## src/rtl/mem_pkg.sv

```systemverilog
// Shared encodings and helpers for the data-memory access unit.
package mem_pkg;

    // Access size encodings as presented on req_size
    localparam logic [1:0] SZ_BYTE = 2'b00;
    localparam logic [1:0] SZ_HALF = 2'b01;
    localparam logic [1:0] SZ_WORD = 2'b10;
    localparam logic [1:0] SZ_BAD  = 2'b11;

    // Exception codes returned on rsp_exc
    localparam logic [1:0] EXC_NONE = 2'b00;
    localparam logic [1:0] EXC_ADEL = 2'b01;
    localparam logic [1:0] EXC_ADES = 2'b10;
    localparam logic [1:0] EXC_BUS  = 2'b11;

    // First illegal byte address and default ack timeout
    localparam logic [31:0] DEFAULT_ADDR_LIMIT = 32'h0000_3000;
    localparam int          DEFAULT_TIMEOUT    = 64;

    // Controller states
    typedef enum logic [1:0] {
        ST_IDLE = 2'b00,
        ST_REQ  = 2'b01,
        ST_RESP = 2'b10
    } state_t;

    // True when the size is unsupported or the address is not naturally aligned
    function automatic logic is_misaligned(input logic [1:0] size, input logic [1:0] addr_lo);
        logic bad;
        bad = 1'b0;
        case (size)
            SZ_BYTE: bad = 1'b0;
            SZ_HALF: bad = addr_lo[0];
            SZ_WORD: bad = (addr_lo != 2'b00);
            SZ_BAD:  bad = 1'b1;
            default: bad = 1'b1;
        endcase
        return bad;
    endfunction

    // Byte-enable pattern for the addressed lanes
    function automatic logic [3:0] byte_enables(input logic [1:0] size, input logic [1:0] addr_lo);
        logic [3:0] be;
        be = 4'b1111;
        case (size)
            SZ_BYTE: be = 4'b0001 << addr_lo;
            SZ_HALF: be = addr_lo[1] ? 4'b1100 : 4'b0011;
            default: be = 4'b1111;
        endcase
        return be;
    endfunction

    // Store data copied into every lane so memory can pick it up under any enable
    function automatic logic [31:0] replicate_wdata(input logic [1:0] size, input logic [31:0] wdata);
        logic [31:0] rep;
        rep = wdata;
        case (size)
            SZ_BYTE: rep = {4{wdata[7:0]}};
            SZ_HALF: rep = {2{wdata[15:0]}};
            default: rep = wdata;
        endcase
        return rep;
    endfunction

endpackage

```

## src/rtl/load_ext.sv

```systemverilog
// Selects the addressed lane of a read word and sign/zero extends it to 32 bits.
module load_ext
    import mem_pkg::*;
(
    input  logic [31:0] rdata,
    input  logic [1:0]  addr_lo,
    input  logic [1:0]  size,
    input  logic        sign_ext,
    output logic [31:0] ext_data
);

    logic [7:0]  byte_lane;
    logic [15:0] half_lane;
    logic        byte_fill;
    logic        half_fill;

    // Lane selection and extension; word accesses pass straight through
    always_comb begin
        byte_lane = rdata[8*addr_lo +: 8];
        half_lane = rdata[16*addr_lo[1] +: 16];
        byte_fill = sign_ext & byte_lane[7];
        half_fill = sign_ext & half_lane[15];
        ext_data  = rdata;
        case (size)
            SZ_BYTE: ext_data = {{24{byte_fill}}, byte_lane};
            SZ_HALF: ext_data = {{16{half_fill}}, half_lane};
            default: ext_data = rdata;
        endcase
    end

endmodule

```

## src/rtl/mem_access_unit.sv

```systemverilog
// Initiator for the byte-enable data-memory bus: checks one load/store at a
// time, runs the memory handshake with a timeout, and returns a one-cycle response.
module mem_access_unit
    import mem_pkg::*;
#(
    parameter logic [31:0] ADDR_LIMIT = DEFAULT_ADDR_LIMIT,
    parameter int          TIMEOUT    = DEFAULT_TIMEOUT
) (
    input  logic        clk,
    input  logic        reset,
    input  logic        req_valid,
    output logic        req_ready,
    input  logic        req_we,
    input  logic [1:0]  req_size,
    input  logic        req_signed,
    input  logic [31:0] req_addr,
    input  logic [31:0] req_wdata,
    output logic        mem_en,
    output logic        mem_we,
    output logic [31:0] mem_addr,
    output logic [3:0]  mem_be,
    output logic [31:0] mem_wdata,
    input  logic        mem_ack,
    input  logic [31:0] mem_rdata,
    output logic        rsp_valid,
    output logic [31:0] rsp_rdata,
    output logic [1:0]  rsp_exc,
    output logic        busy
);

    // Counter only needs to reach TIMEOUT-1
    localparam int CNT_W = (TIMEOUT > 2) ? $clog2(TIMEOUT) : 1;
    localparam logic [CNT_W-1:0] CNT_LAST = CNT_W'(TIMEOUT - 1);

    state_t           state, state_nxt;
    logic [CNT_W-1:0] cnt, cnt_nxt;

    // Request attributes the load path still needs once the request is gone
    logic [1:0]       lat_addr_lo, lat_addr_lo_nxt;
    logic [1:0]       lat_size, lat_size_nxt;
    logic             lat_signed, lat_signed_nxt;

    logic             mem_en_nxt;
    logic             mem_we_nxt;
    logic [31:0]      mem_addr_nxt;
    logic [3:0]       mem_be_nxt;
    logic [31:0]      mem_wdata_nxt;
    logic             rsp_valid_nxt;
    logic [31:0]      rsp_rdata_nxt;
    logic [1:0]       rsp_exc_nxt;

    logic             req_bad;
    logic [31:0]      load_data;

    // Extension works from the latched address/size, not the live request pins
    load_ext u_load_ext (
        .rdata    (mem_rdata),
        .addr_lo  (lat_addr_lo),
        .size     (lat_size),
        .sign_ext (lat_signed),
        .ext_data (load_data)
    );

    assign req_ready = (state == ST_IDLE);
    assign busy      = (state != ST_IDLE);

    // Legality of the request currently presented in IDLE
    always_comb begin
        req_bad = is_misaligned(req_size, req_addr[1:0]) || (req_addr >= ADDR_LIMIT);
    end

    // Next-state and next-output decisions; everything holds unless changed below
    always_comb begin
        state_nxt       = state;
        cnt_nxt         = cnt;
        lat_addr_lo_nxt = lat_addr_lo;
        lat_size_nxt    = lat_size;
        lat_signed_nxt  = lat_signed;
        mem_en_nxt      = mem_en;
        mem_we_nxt      = mem_we;
        mem_addr_nxt    = mem_addr;
        mem_be_nxt      = mem_be;
        mem_wdata_nxt   = mem_wdata;
        rsp_valid_nxt   = 1'b0;
        rsp_rdata_nxt   = rsp_rdata;
        rsp_exc_nxt     = rsp_exc;

        case (state)
            ST_IDLE: begin
                if (req_valid) begin
                    if (req_bad) begin
                        rsp_valid_nxt = 1'b1;
                        rsp_rdata_nxt = 32'h0;
                        rsp_exc_nxt   = req_we ? EXC_ADES : EXC_ADEL;
                        state_nxt     = ST_RESP;
                    end else begin
                        mem_en_nxt      = 1'b1;
                        mem_we_nxt      = req_we;
                        mem_addr_nxt    = {req_addr[31:2], 2'b00};
                        mem_be_nxt      = byte_enables(req_size, req_addr[1:0]);
                        mem_wdata_nxt   = replicate_wdata(req_size, req_wdata);
                        lat_addr_lo_nxt = req_addr[1:0];
                        lat_size_nxt    = req_size;
                        lat_signed_nxt  = req_signed;
                        cnt_nxt         = '0;
                        state_nxt       = ST_REQ;
                    end
                end
            end

            ST_REQ: begin
                if (mem_ack) begin
                    rsp_valid_nxt = 1'b1;
                    rsp_rdata_nxt = mem_we ? 32'h0 : load_data;
                    rsp_exc_nxt   = EXC_NONE;
                    mem_en_nxt    = 1'b0;
                    mem_we_nxt    = 1'b0;
                    state_nxt     = ST_RESP;
                end else if (cnt == CNT_LAST) begin
                    rsp_valid_nxt = 1'b1;
                    rsp_rdata_nxt = 32'h0;
                    rsp_exc_nxt   = EXC_BUS;
                    mem_en_nxt    = 1'b0;
                    mem_we_nxt    = 1'b0;
                    state_nxt     = ST_RESP;
                end else begin
                    cnt_nxt = cnt + 1'b1;
                end
            end

            ST_RESP: begin
                state_nxt = ST_IDLE;
            end

            default: begin
                state_nxt = ST_IDLE;
            end
        endcase
    end

    // State and registered outputs; reset wins even mid-transaction
    always_ff @(posedge clk) begin
        if (!reset) begin
            state       <= ST_IDLE;
            cnt         <= '0;
            lat_addr_lo <= 2'b00;
            lat_size    <= 2'b00;
            lat_signed  <= 1'b0;
            mem_en      <= 1'b0;
            mem_we      <= 1'b0;
            mem_addr    <= 32'h0;
            mem_be      <= 4'h0;
            mem_wdata   <= 32'h0;
            rsp_valid   <= 1'b0;
            rsp_rdata   <= 32'h0;
            rsp_exc     <= EXC_NONE;
        end else begin
            state       <= state_nxt;
            cnt         <= cnt_nxt;
            lat_addr_lo <= lat_addr_lo_nxt;
            lat_size    <= lat_size_nxt;
            lat_signed  <= lat_signed_nxt;
            mem_en      <= mem_en_nxt;
            mem_we      <= mem_we_nxt;
            mem_addr    <= mem_addr_nxt;
            mem_be      <= mem_be_nxt;
            mem_wdata   <= mem_wdata_nxt;
            rsp_valid   <= rsp_valid_nxt;
            rsp_rdata   <= rsp_rdata_nxt;
            rsp_exc     <= rsp_exc_nxt;
        end
    end

endmodule

```

## config.mk

```make
export PLATFORM = sky130hd
export DESIGN_NAME = mem_access_unit
export DESIGN_NICKNAME = d
export VERILOG_FILES = /design/src/rtl/mem_pkg.sv /design/src/rtl/load_ext.sv /design/src/rtl/mem_access_unit.sv
export SDC_FILE = /design/constraint.sdc
export NUM_CORES = 1
export LEC_CHECK = 0
export ABC_AREA = 1
export CORE_UTILIZATION = 44
export CTS_CLUSTER_DIAMETER = 120
export CTS_CLUSTER_SIZE = 30
export DETAILED_ROUTE_END_ITERATION = 6
export GPL_ROUTABILITY_DRIVEN = 1
export PLACE_DENSITY = 0.86
export SETUP_SLACK_MARGIN = 0.15
export SYNTH_ARGS = -nofsm -noshare
export SYNTH_HDL_FRONTEND = slang
export SYNTH_SLANG_ARGS = --single-unit
export TNS_END_PERCENT = 20
```

## constraint.sdc

```tcl
create_clock -name clk -period 2.2 [get_ports clk]
set_input_delay 0.22 -clock clk [delete_from_list [all_inputs] [get_ports clk]]
set_output_delay 0.22 -clock clk [all_outputs]
set_load 0.01 [all_outputs]
```

Word-level counts from Yosys, hierarchy flattened
Index checks and enable logic that the tools add are counted.
{ "word_totals": {"output_inout_bits": 107, "elab_cells": 85, "inputBits": 104, "ff_bits": 116} }
{ "op_classes": {"bitwise_logic": 3, "n_eq_ne": 12, "add_sub_neg": 1, "muxes": 40, "order_cmp": 1, "n_shift": 3, "n_reduce_logical": 12} }
{ "op_table": {"columns": ["cell", "n"], "rows": [
  ["$pmux 32 s2", 3],
  ["$mux 32", 5],
  ["$ge 32x14->1 const B", 1],
  ["$shiftx 32x6->16", 1],
  ["$shiftx 32x6->8", 1],
  ["$mux 6", 4],
  ["$mux 2", 9],
  ["$pmux 6 s2", 1],
  ["$mux 1", 10],
  ["$ne 2x2->1 const B", 4],
  ["$pmux 2 s2", 2],
  ["$pmux 4 s2", 1],
  ["$reduce_and 4->1", 2],
  ["$add 6x1->6 const B", 1],
  ["$eq 2x1->1 const B", 3],
  ["$eq 6x6->1 const B", 1],
  ["$logic_not 2->1", 3],
  ["$pmux 1 s2", 3],
  ["$reduce_bool 2->1", 3],
  ["$reduce_and 5->1", 1],
  ["$eq 2x2->1 const B", 2],
  ["$mux 4", 1],
  ["$pmux 1 s4", 1],
  ["$shl 1x2->4 const A", 1],
  ["7 further kinds", 8]
]} }

Longest topological paths before layout
{ "logic_depth": {"ltp_word": 6, "depth_mapped": 11, "depth_no_buf": 10} }

Hierarchy
A second synthesis with hierarchy kept.
{ "hier_totals": {"cells_unflattened": 786, "area_unflattened_um2": 5495.3} }
{ "modules_own_cells": {"columns": ["mod", "area_each_um2", "cells_each", "n_inst", "seq_area_each_um2"], "rows": [
  ["mem_access_unit", 4659.5, 628, 1, 2322.2],
  ["load_ext", 835.8, 158, 1, 0.0]
]} }

Worst setup path after synthesis
No wires, ideal clock.
{ "synth_path": {"kind": "register to register", "from": "reg cnt[0]", "to": "reg rsp_rdata[2]", "path_stages_with_launch": 12, "required_time_ns": 2.068, "arrival_ns": 1.455, "setup_ns": 0.132, "period_less_slack_ns": 1.587, "path_buffers": 1, "slack_ns": 0.613, "cell_sequence": "dfxtp_1 ha_1 nand2_1 nor2_1 nand2_1 nand2_4 o21ai_2 nor2_4 nand2_4 buf_6 nand2_1 a21oi_2"} }
{ "synth_via": {"elab_chain_cells": 3} }
{ "synth_rtl": {"columns": ["item", "line", "source"], "rows": [
  ["start: declaration", "mem_access_unit.sv:36", "logic [CNT_W-1:0] cnt, cnt_nxt;"],
  ["start signal: assignment", "mem_access_unit.sv:159", "cnt <= cnt_nxt;"],
  ["$eq 6x6->1", "mem_access_unit.sv:119", "end else if (cnt == CNT_LAST) begin"],
  ["$ne 3x3->1 (no line)", null, null],
  ["$reduce_and 4->1 (no line)", null, null],
  ["end signal: assignment", "mem_access_unit.sv:169", "rsp_rdata <= rsp_rdata_nxt;"],
  ["end: declaration", "mem_access_unit.sv:26", "output logic [31:0] rsp_rdata,"]
]} }
Every way passes these cells.
A chain may end at the register's enable or synchronous reset.

Worst setup path after layout
{ "layout_path": {"from": "reg state[1]", "to": "out req_ready"} }
{ "layout_via": {"elab_chain_cells": 1} }
{ "layout_rtl": {"columns": ["item", "line", "source"], "rows": [
  ["start: declaration", "mem_access_unit.sv:35", "state_t state, state_nxt;"],
  ["start signal: assignment", "mem_access_unit.sv:158", "state <= state_nxt;"],
  ["$logic_not 2->1", "mem_access_unit.sv:64", "assign req_ready = (state == ST_IDLE);"],
  ["end: declaration", "mem_access_unit.sv:12", "output logic req_ready,"]
]} }
Every way passes these cells.

==> results.py <==
metrics = {
    "worst_setup_path": {
        "crit_path_start_kind": "flop",
        "cp-startpoint": "state[1]",
        "cp.required_ns": 1.98,
        "r2r_start": "cnt[0]",
        "worst_setup_path_end_kind": "output port",
        "crit_fanout": 7,
        "cp.arrival_ns": 1.73,
        "path_class": "reg2out",
    },
    "sta": {
        "period_share_pct": 88.41,
        "fin_ws_ns": 0.2550,
        "finalCriticalPeriod_ns": 1.945,
        "finalMaxSlewViolations": 0,
        "hold_ws_ns": 0.3871,
        "worst_pin_slew_ns": 0.6539,
        "setup_viol": 0,
        "skew_ns": 0.006095,
        "fin_setup_tns_ns": 0,
        "slew_headroom_pct": 56.41,
        "rsz0062_at_grt": "no",
        "fmax_mhz": 514.1,
        "hold_viol_final": 0,
    },
    "clock_tree": {
        "hold_buffers": 0,
        "path_clk_slew_ns": 0.05,
        "tritoncts": "built",
        "cts_resized": 0,
        "cts_buffers": 17,
        "cts-root-buf": "clkbuf_16",
        "clk_latency_ns": 0.42,
        "postCtsSetupBuffers": 0,
        "clockBufferDepth": 2,
        "htree_levels": 4,
        "cts_num_sinks": 116,
    },
    "synth": {
        "synth_warnings": 0,
        "synth_area_sq_um": 5335,
        "post_synth_num_cell_types": 35,
        "yosysSeqAreaShare_pct": 43.53,
        "synth_flop_cell": "dfxtp_1",
        "synth_area_per_cell_sq_um": 6.992,
        "synth_edf_count": 0,
        "synthArstFlopShare_pct": 0,
        "ys_ff_latch": 116,
        "synth_cells": 763,
    },
    "placed_design": {
        "dpl-instance-area_sq_um": 7526,
        "dp_slack_ns": 0.07099,
        "dp_hpwl_mm": 12.10,
        "gp_congestion": 0.9557,
        "io_buffers": 208,
        "place_inst": 1088,
    },
    "power": {
        "p_total_mw": 5.076,
        "switching_share_pct": 21.98,
        "intPower_mw": 3.960,
        "peakVddDrop_uv": 520.8,
        "power_density_nw_per_um2": 629.8,
        "seq_power_share_pct": 41.7,
        "pwr-share-clk_pct": 49.4,
        "power_switching_mw": 1.116,
        "p_leak_nw": 3.401,
        "comb_power_share_pct": 8.9,
    },
    "drt": {
        "wl_met1_mm": 6.887,
        "totalWireLength_mm": 17.05,
        "route.met2.wl_mm": 7.672,
        "wl_met3_mm": 2.045,
        "via_per_inst": 5.227,
        "ant_nets": 0,
        "first_pass_iters": 7,
        "top_layer_used": "met4",
        "drc": 14,
        "wl_per_cell_microns": 15.26,
        "vias": 5839,
        "drt_iter0_drc": 524,
    },
    "floorplan": {
        "num_rows": 39,
        "die_x_microns": 112.1,
        "die_y_microns": 112.1,
        "core_area_sq_um": 11610,
        "ioPinCount": 211,
        "initial_core_util_pct": 45.94,
        "die_area_sq_um": 12570,
    },
    "worst_hold_path": {
        "hold_start": "req_addr[6]",
        "min_path_type": "in2reg",
    },
    "layout": {
        "syn2layout_area_growth_pct": 51.06,
        "stdcell_count": 1117,
        "nets": 1069,
        "fin_util_pct": 69.39,
        "final_layout_size_suffix_gt1_share_pct": 8.214,
        "n_antenna_cell": 0,
        "fin_area_sq_um": 8059,
    },
    "flow_run": {
        "maxCapViolations": 0,
    },
    "global_routing": {
        "grt_max_degree": 58,
        "overflow": 0,
        "grtUsageTotal_pct": 28.06,
        "antenna_found_initial": 0,
        "grt_pass1_vias": 5667,
        "grt_pass1_wl_mm": 27.59,
    },
    "run_status": {
        "violations": "design-rule violations",
        "outcome": "complete, but fails checks",
    },
}
[area by class of cell]
type	instances	area, sq um
clock buffer	23	478.0
clock inverter	6	55.05
fill	930	3555
inverter	39	146.4
multi-input combinational	564	2624
sequential	116	2322
tap	143	178.9
timing repair buffer	226	2255
[power by group through the flow]
stage                     registers [mW]  logic, mW  clock network [mW]
final                               2.12      0.452                2.51
after global routing                2.11      0.489                2.66
after CTS                           2.11      0.449                2.54
after detailed placement            2.16      0.445                   0
after global placement              2.16      0.443                   0
after floorplan                     2.16      0.165                   0
[synth_stat cells (3+ instances only)]
| library cell | count | area, sq um |
|---|---|---|
| a21oi_1 | 49 | 245.2 |
| and2_1 | 7 | 43.79 |
| and3_1 | 18 | 112.6 |
| buf_2 | 8 | 40.04 |
| buf_4 | 4 | 30.03 |
| buf_6 | 8 | 90.09 |
| clkbuf_1 | 25 | 93.84 |
| dfxtp_1 | 116 | 2322 |
| inv_1 | 35 | 131.4 |
| nand2_1 | 207 | 777.0 |
| nand2_4 | 3 | 33.78 |
| nand3_1 | 36 | 180.2 |
| nor2_1 | 133 | 499.2 |
| nor2_2 | 4 | 25.02 |
| nor3b_2 | 8 | 100.1 |
| o21ai_0 | 61 | 305.3 |
| o221ai_1 | 7 | 61.31 |
| or2_2 | 10 | 62.56 |
[kinds of logic after synthesis]
logic type | share of synthesized area, %
compound gates | 12.31
buf+inv | 7.505
xor+xnor | 0.3284
simple gates | 36.02
flops | 43.53
other cells | 0.07029
fa+ha+maj | 0.2345
[metal layers]
layer | vias up | global-route usage (%)
li1 | 2841 | -
met5 | - | 0
met1 | 2662 | 33.51
met4 | 0 | 11.38
met3 | 31 | 11.29
met2 | 305 | 45.01
[placed cells by master (no fill, tap or decap), drive strengths merged]
cell type and count:
clkdlybuf4s50 208, inv 37, o221ai 7, nand2 211, dfxtp 116, xor2 1
nand3b 2, a21oi 51, clkbuf 23, ha 1, nand3 38, bufinv 1
clkinv 7, nand4 2, or2 10, and3 18, a31o 1, xnor2 1
nor2 138, buf 18, conb 2, nor3b 10, and2 7, o21ai 64
[final timing paths]
| kind | to | slack [ns] | cells past startpoint |
|---|---|---|---|
| setup / recovery | req_ready | 0.25 | 2 |
| hold / removal | mem_addr[6] | 0.39 | 3 |
| setup reg to reg | rsp_rdata[30] | 0.39 | 11 |
| hold reg to reg | rsp_rdata[7] | 0.46 | 2 |
[sequential cells by signal, indices dropped and copies added, names as in the netlist]
register,cells
mem_wdata,32
rsp_rdata,32
mem_addr,30
cnt,6
mem_be,4
lat_addr_lo,2
lat_size,2
rsp_exc,2
state,2
lat_signed,1
mem_en,1
mem_we,1
rsp_valid,1
[worst max-delay path: stages (launching register included)]
cell and delay, ns:
dfxtp_1 0.35, nor2_2 0.30, clkdlybuf4s50_1 0.66
(Power assumes the default switching activity.)
